File: config.mk
export PLATFORM = sky130hd
export DESIGN_NAME = ahb_apb_bridge
export DESIGN_NICKNAME = d
export VERILOG_FILES = /design/src/rtl/ahb_apb_bridge.sv
export SDC_FILE = /design/constraint.sdc
export NUM_CORES = 1
export LEC_CHECK = 0
export BUFFER_PORTS_ARGS = -buffer_cell sky130_fd_sc_hd__buf_2
export CORE_AREA = 2 2 94 96
export CTS_CLUSTER_SIZE = 20
export DETAILED_ROUTE_END_ITERATION = 10
export DIE_AREA = 0 0 96 98
export GPL_TIMING_DRIVEN = 0
export HOLD_SLACK_MARGIN = 0.12
export PLACE_DENSITY = 0.86
export SYNTH_ARGS = -nofsm -noshare
export SYNTH_HDL_FRONTEND = slang
export SYNTH_SLANG_ARGS = --single-unit
File: constraint.sdc
create_clock -name HCLK -period 2.1 [get_ports HCLK]
set_input_delay 0 -clock HCLK [delete_from_list [all_inputs] [get_ports HCLK]]
set_output_delay 0 -clock HCLK [all_outputs]
set_load 0.1 [all_outputs]
File: src/rtl/ahb_apb_bridge.sv
// AHB-Lite slave that turns single AHB transfers into APB3 accesses.
// Inserts wait states while APB runs; PSLVERR, timeout or bad HSIZE yield a two-cycle ERROR.
module ahb_apb_bridge #(
    parameter int ADDR_WIDTH     = 32,
    parameter int DATA_WIDTH     = 32,
    parameter int APB_ADDR_WIDTH = 16,
    parameter int TIMEOUT_CYCLES = 16
) (
    input  logic                      HCLK,
    input  logic                      HRESETn,
    input  logic                      HSEL_APB,
    input  logic [ADDR_WIDTH-1:0]     HADDR,
    input  logic [1:0]                HTRANS,
    input  logic                      HWRITE,
    input  logic [2:0]                HSIZE,
    input  logic [DATA_WIDTH-1:0]     HWDATA,
    input  logic                      HREADY,
    output logic [DATA_WIDTH-1:0]     hrdata_apb,
    output logic                      hready_apb,
    output logic [1:0]                hresp_apb,
    output logic [APB_ADDR_WIDTH-1:0] PADDR,
    output logic                      PSEL,
    output logic                      PENABLE,
    output logic                      PWRITE,
    output logic [DATA_WIDTH-1:0]     PWDATA,
    input  logic [DATA_WIDTH-1:0]     PRDATA,
    input  logic                      PREADY,
    input  logic                      PSLVERR,
    output logic [2:0]                o_dbg_state
);

    localparam int CW = $clog2(TIMEOUT_CYCLES + 2);

    typedef enum logic [2:0] {
        S_IDLE   = 3'd0,
        S_WDATA  = 3'd1,
        S_SETUP  = 3'd2,
        S_ACCESS = 3'd3,
        S_DONE   = 3'd4,
        S_ERR1   = 3'd5,
        S_ERR2   = 3'd6
    } state_t;

    state_t                    r_state;
    state_t                    w_next;
    logic [CW-1:0]             r_cnt;
    logic [APB_ADDR_WIDTH-1:0] r_addr;
    logic                      r_write;
    logic [DATA_WIDTH-1:0]     r_wdata;
    logic [DATA_WIDTH-1:0]     r_rdata;
    logic                      w_accept;
    logic                      w_timeout;
    logic                      w_unused;

    assign w_unused = ^{HADDR[ADDR_WIDTH-1:APB_ADDR_WIDTH], HTRANS[0]};

    always_comb begin
        w_accept  = HSEL_APB & HTRANS[1] & HREADY &
                    ((r_state == S_IDLE) | (r_state == S_DONE) | (r_state == S_ERR2));
        w_timeout = (TIMEOUT_CYCLES != 0) && (r_cnt == CW'(TIMEOUT_CYCLES - 1)) && !PREADY;
    end

    always_comb begin
        w_next = r_state;
        case (r_state)
            S_IDLE, S_DONE, S_ERR2: begin
                w_next = S_IDLE;
                if (w_accept) begin
                    if (HSIZE > 3'b010) w_next = S_ERR1;
                    else if (HWRITE)    w_next = S_WDATA;
                    else                w_next = S_SETUP;
                end
            end
            S_WDATA:  w_next = S_SETUP;
            S_SETUP:  w_next = S_ACCESS;
            S_ACCESS: begin
                if (PREADY)         w_next = PSLVERR ? S_ERR1 : S_DONE;
                else if (w_timeout) w_next = S_ERR1;
            end
            S_ERR1:   w_next = S_ERR2;
            default:  w_next = S_IDLE;
        endcase
    end

    always_ff @(posedge HCLK or negedge HRESETn) begin
        if (!HRESETn) r_state <= S_IDLE;
        else          r_state <= w_next;
    end

    // Counter counts ACCESS cycles already spent; cleared whenever ACCESS is left.
    always_ff @(posedge HCLK or negedge HRESETn) begin
        if (!HRESETn) begin
            r_cnt <= '0;
        end else if (r_state == S_ACCESS) begin
            if (w_next != S_ACCESS) r_cnt <= '0;
            else                    r_cnt <= r_cnt + CW'(1);
        end
    end

    always_ff @(posedge HCLK or negedge HRESETn) begin
        if (!HRESETn) begin
            r_addr  <= '0;
            r_write <= 1'b0;
            r_wdata <= '0;
            r_rdata <= '0;
        end else begin
            if (w_accept) begin
                r_addr  <= HADDR[APB_ADDR_WIDTH-1:0];
                r_write <= HWRITE;
            end
            if (r_state == S_WDATA) r_wdata <= HWDATA;
            if ((r_state == S_ACCESS) && PREADY && !PSLVERR && !r_write) r_rdata <= PRDATA;
        end
    end

    // Bus controls decode straight from state so an async reset drops them at once.
    always_comb begin
        PSEL        = (r_state == S_SETUP) || (r_state == S_ACCESS);
        PENABLE     = (r_state == S_ACCESS);
        hready_apb  = !((r_state == S_WDATA) || (r_state == S_SETUP) ||
                        (r_state == S_ACCESS) || (r_state == S_ERR1));
        hresp_apb   = ((r_state == S_ERR1) || (r_state == S_ERR2)) ? 2'b01 : 2'b00;
        PADDR       = r_addr;
        PWRITE      = r_write;
        PWDATA      = r_wdata;
        hrdata_apb  = r_rdata;
        o_dbg_state = r_state;
    end

endmodule

==> impl_metrics.toml <==
[run_status]
outcome = "finished, final reports clean"

[layout]
finalInstanceArea_sq_um = 5890
antennaDiodeCount = 0
drive_above_1_share = 0.582
nets = 612
final_cells = 615
syn2layout_area_growth_pct = 61.3

[synth]
synth_area_leaders = "dfrtp_1, mux2_2, mux2_4"
ys_seq_elements = 89
synth_area_sq_um = 3650
ys_warn_count = 0
yosysTopAreaCellShare = 0.609
yosysSeqAreaShare = 0.609
avgSynthCellArea_sq_um = 16.3
syn_nets = 334
synth_top_area_cell = "dfrtp_1"
synthCells = 224
ys_types = 34

[clocking]
path_clk_slew_ps = 100
insertion_delay_ps = 350
cts_tree = "built"
numCtsBuffers = 9
clock_path_buffers = 2
htreeDepth = 3
numClockSinks = 89
cts-root-buf = "clkbuf_8"
cts_setup_buffers = 0

[global_routing]
grtUsageTotal = 0.209
antenna_found_initial = 0
grt_util_met2 = 0.372
grt_pass1_wl_um = 15200
busiest_layer = "met2"
grt_pass1_vias = 3178
grt_start_max_net_pins = 51
gr-total-overflow = 0
use_met1 = 0.237
global_route.usage.met3 = 0.0509

[die]
start_util = 0.432
die_x_um = 96
fp.coreArea_sq_um = 8470
rows = 34
die_height_um = 98
io_pins = 197
dieArea_sq_um = 9410

[place]
dp_hpwl_um = 5920
place_inst = 511
port_buffers = 178
placed_area_sq_um = 4740
gp_congestion = 0.780

[routing]
ant_nets = 0
wl_per_cell_um = 15.9
drt-total-wl_um = 9800
drtPass1Iterations = 4
drt-vias-per-instance = 4.72
dr_total_vias = 2902
drcViolationCount = 0
dr.first_iter.drc_count = 48

[timing]
fin_setup_tns_ps = 0
max_slew_margin = 0.638
hold_ws_ps = 169
finalHoldViolCount = 0
period_needed_ps = 1920
slew_viol_final = 0
clock_skew_ps = 15.4
rsz0062_at_grt = "no"
finalSetupViolCount = 0
tightest_slew_ps = 543
period_share = 0.912
max_freq_mhz = 522

[critical_path]
cp.required_ps = 2340
startpoint_type = "flop"
cp-end-kind = "flop"
cp.arrival_ps = 2150
path_class = "flop to flop"
crit_end = "hrdata_apb[22]"
critPathMaxFanout = 10
r2r_cells = 5
timing.rr.start = "o_dbg_state[2]"
reg2reg_slack_ps = 180
r2r_end = "hrdata_apb[22]"
critPathLaunch = "o_dbg_state[2]"

[job]
drv_cap = 0

[worst_hold_path]
hold_class = "primary input to asynchronous set/reset pin"
==> cells in the mapped netlist (all sizes together) <==
master and instances:
nand4b 1, inv 2, or4b 1, nand3 1, mux2 81, buf 10, or4 1, nand2b 2
and2b 1, nand3b 2, nor3b 1, a221o 1, a22o 1, o31ai 2, nor3 1, ha 2
a21o 1, a311oi 1, nand2 4, o21ai 8, and3 1, nor2 4, nor2b 2, mux2i 1
conb 1, o21a 1, dfrtp 89, clkbuf 1
==> critical path: stages (launching register included) <==
cell and delay [ps]:
dfrtp_2 470, nand3b_4 210, or4b_4 510, buf_6 160, buf_12 150, mux2_4 300
==> state kept, by name (all words and copies together), names as in the netlist <==
register,count
o_dbg_state,3
r_cnt,5
PWRITE,1
PWDATA,32
hrdata_apb,32
PADDR,16
==> per-stage QoR <==
step | util | worst slack, ps
2_1_floorplan | - | 4.32
3_3_place_gp | 0.557 | 84.3
3_5_place_dp | 0.560 | 197
4_1_cts | 0.696 | 173
5_1_grt | 0.696 | 103
6_report | 0.696 | 184
==> cell families (layout without fill, tap and decap cells) <==
logic type | Yosys count | count (layout) | share of synthesized area
buffers and inverters | 13 | 296 | 0.0315
AND/OR/NAND/NOR | 22 | 22 | 0.0414
AO/OA/AOI/OAI | 15 | 15 | 0.0267
adder cells (fa/ha/maj) | 2 | 2 | 0.00685
other | 1 | 1 | 0.00103
flip-flops | 89 | 89 | 0.609
multiplexers | 82 | 82 | 0.283
==> metal layers <==
layer / vias to the layer above / share of wire
met1: 1406 / 0.39
met3: 19 / 0.071
li1: 1350 / -
met5: - / 0
met2: 127 / 0.52
met4: 0 / 0.021
==> layout make-up <==
| type | instances | area, sq um |
|---|---|---|
| plain buffers | 11 | 126 |
| clock buffers | 9 | 124 |
| clock inverters | 7 | 146 |
| fillers | 556 | 2570 |
| inverters | 2 | 7.51 |
| multi-input cells | 122 | 1320 |
| flip-flops and latches | 89 | 2230 |
| well taps | 108 | 135 |
| repair buffers | 267 | 1800 |
==> cells in the final DEF, fill, tap and decap left out, types with 2 or more instances in the layout <==
master	instances
nor2_1	2
nand2b_1	2
dfrtp_2	2
inv_1	2
nand2_1	4
ha_1	2
buf_12	3
o31ai_1	2
inv_6	3
buf_6	2
dfrtp_1	86
buf_4	3
mux2_2	51
dlygate4sd3_1	88
nor2b_1	2
o21ai_0	8
bufinv_16	4
buf_2	180
mux2_4	30
clkbuf_8	10
==> worst min path at each step <==
stage / startpoint / to
floorplan: HRESETn / PADDR[0]
global placement: HADDR[5] / PADDR[5]
detailed placement: HRESETn / PWDATA[15]
CTS: HRESETn / PWDATA[16]
global route: HRESETn / PWDATA[15]
finish: HRESETn / hrdata_apb[23]
==> repair_timing <==
action,4_1_cts,5_1_grt
resized for setup,0,0
hold buffers,88,0
hold endpoints to repair,178,0
Power is left out: the tool's default activity adds up to more than one toggle a clock period on the data nets, which glitch-free logic cannot reach.
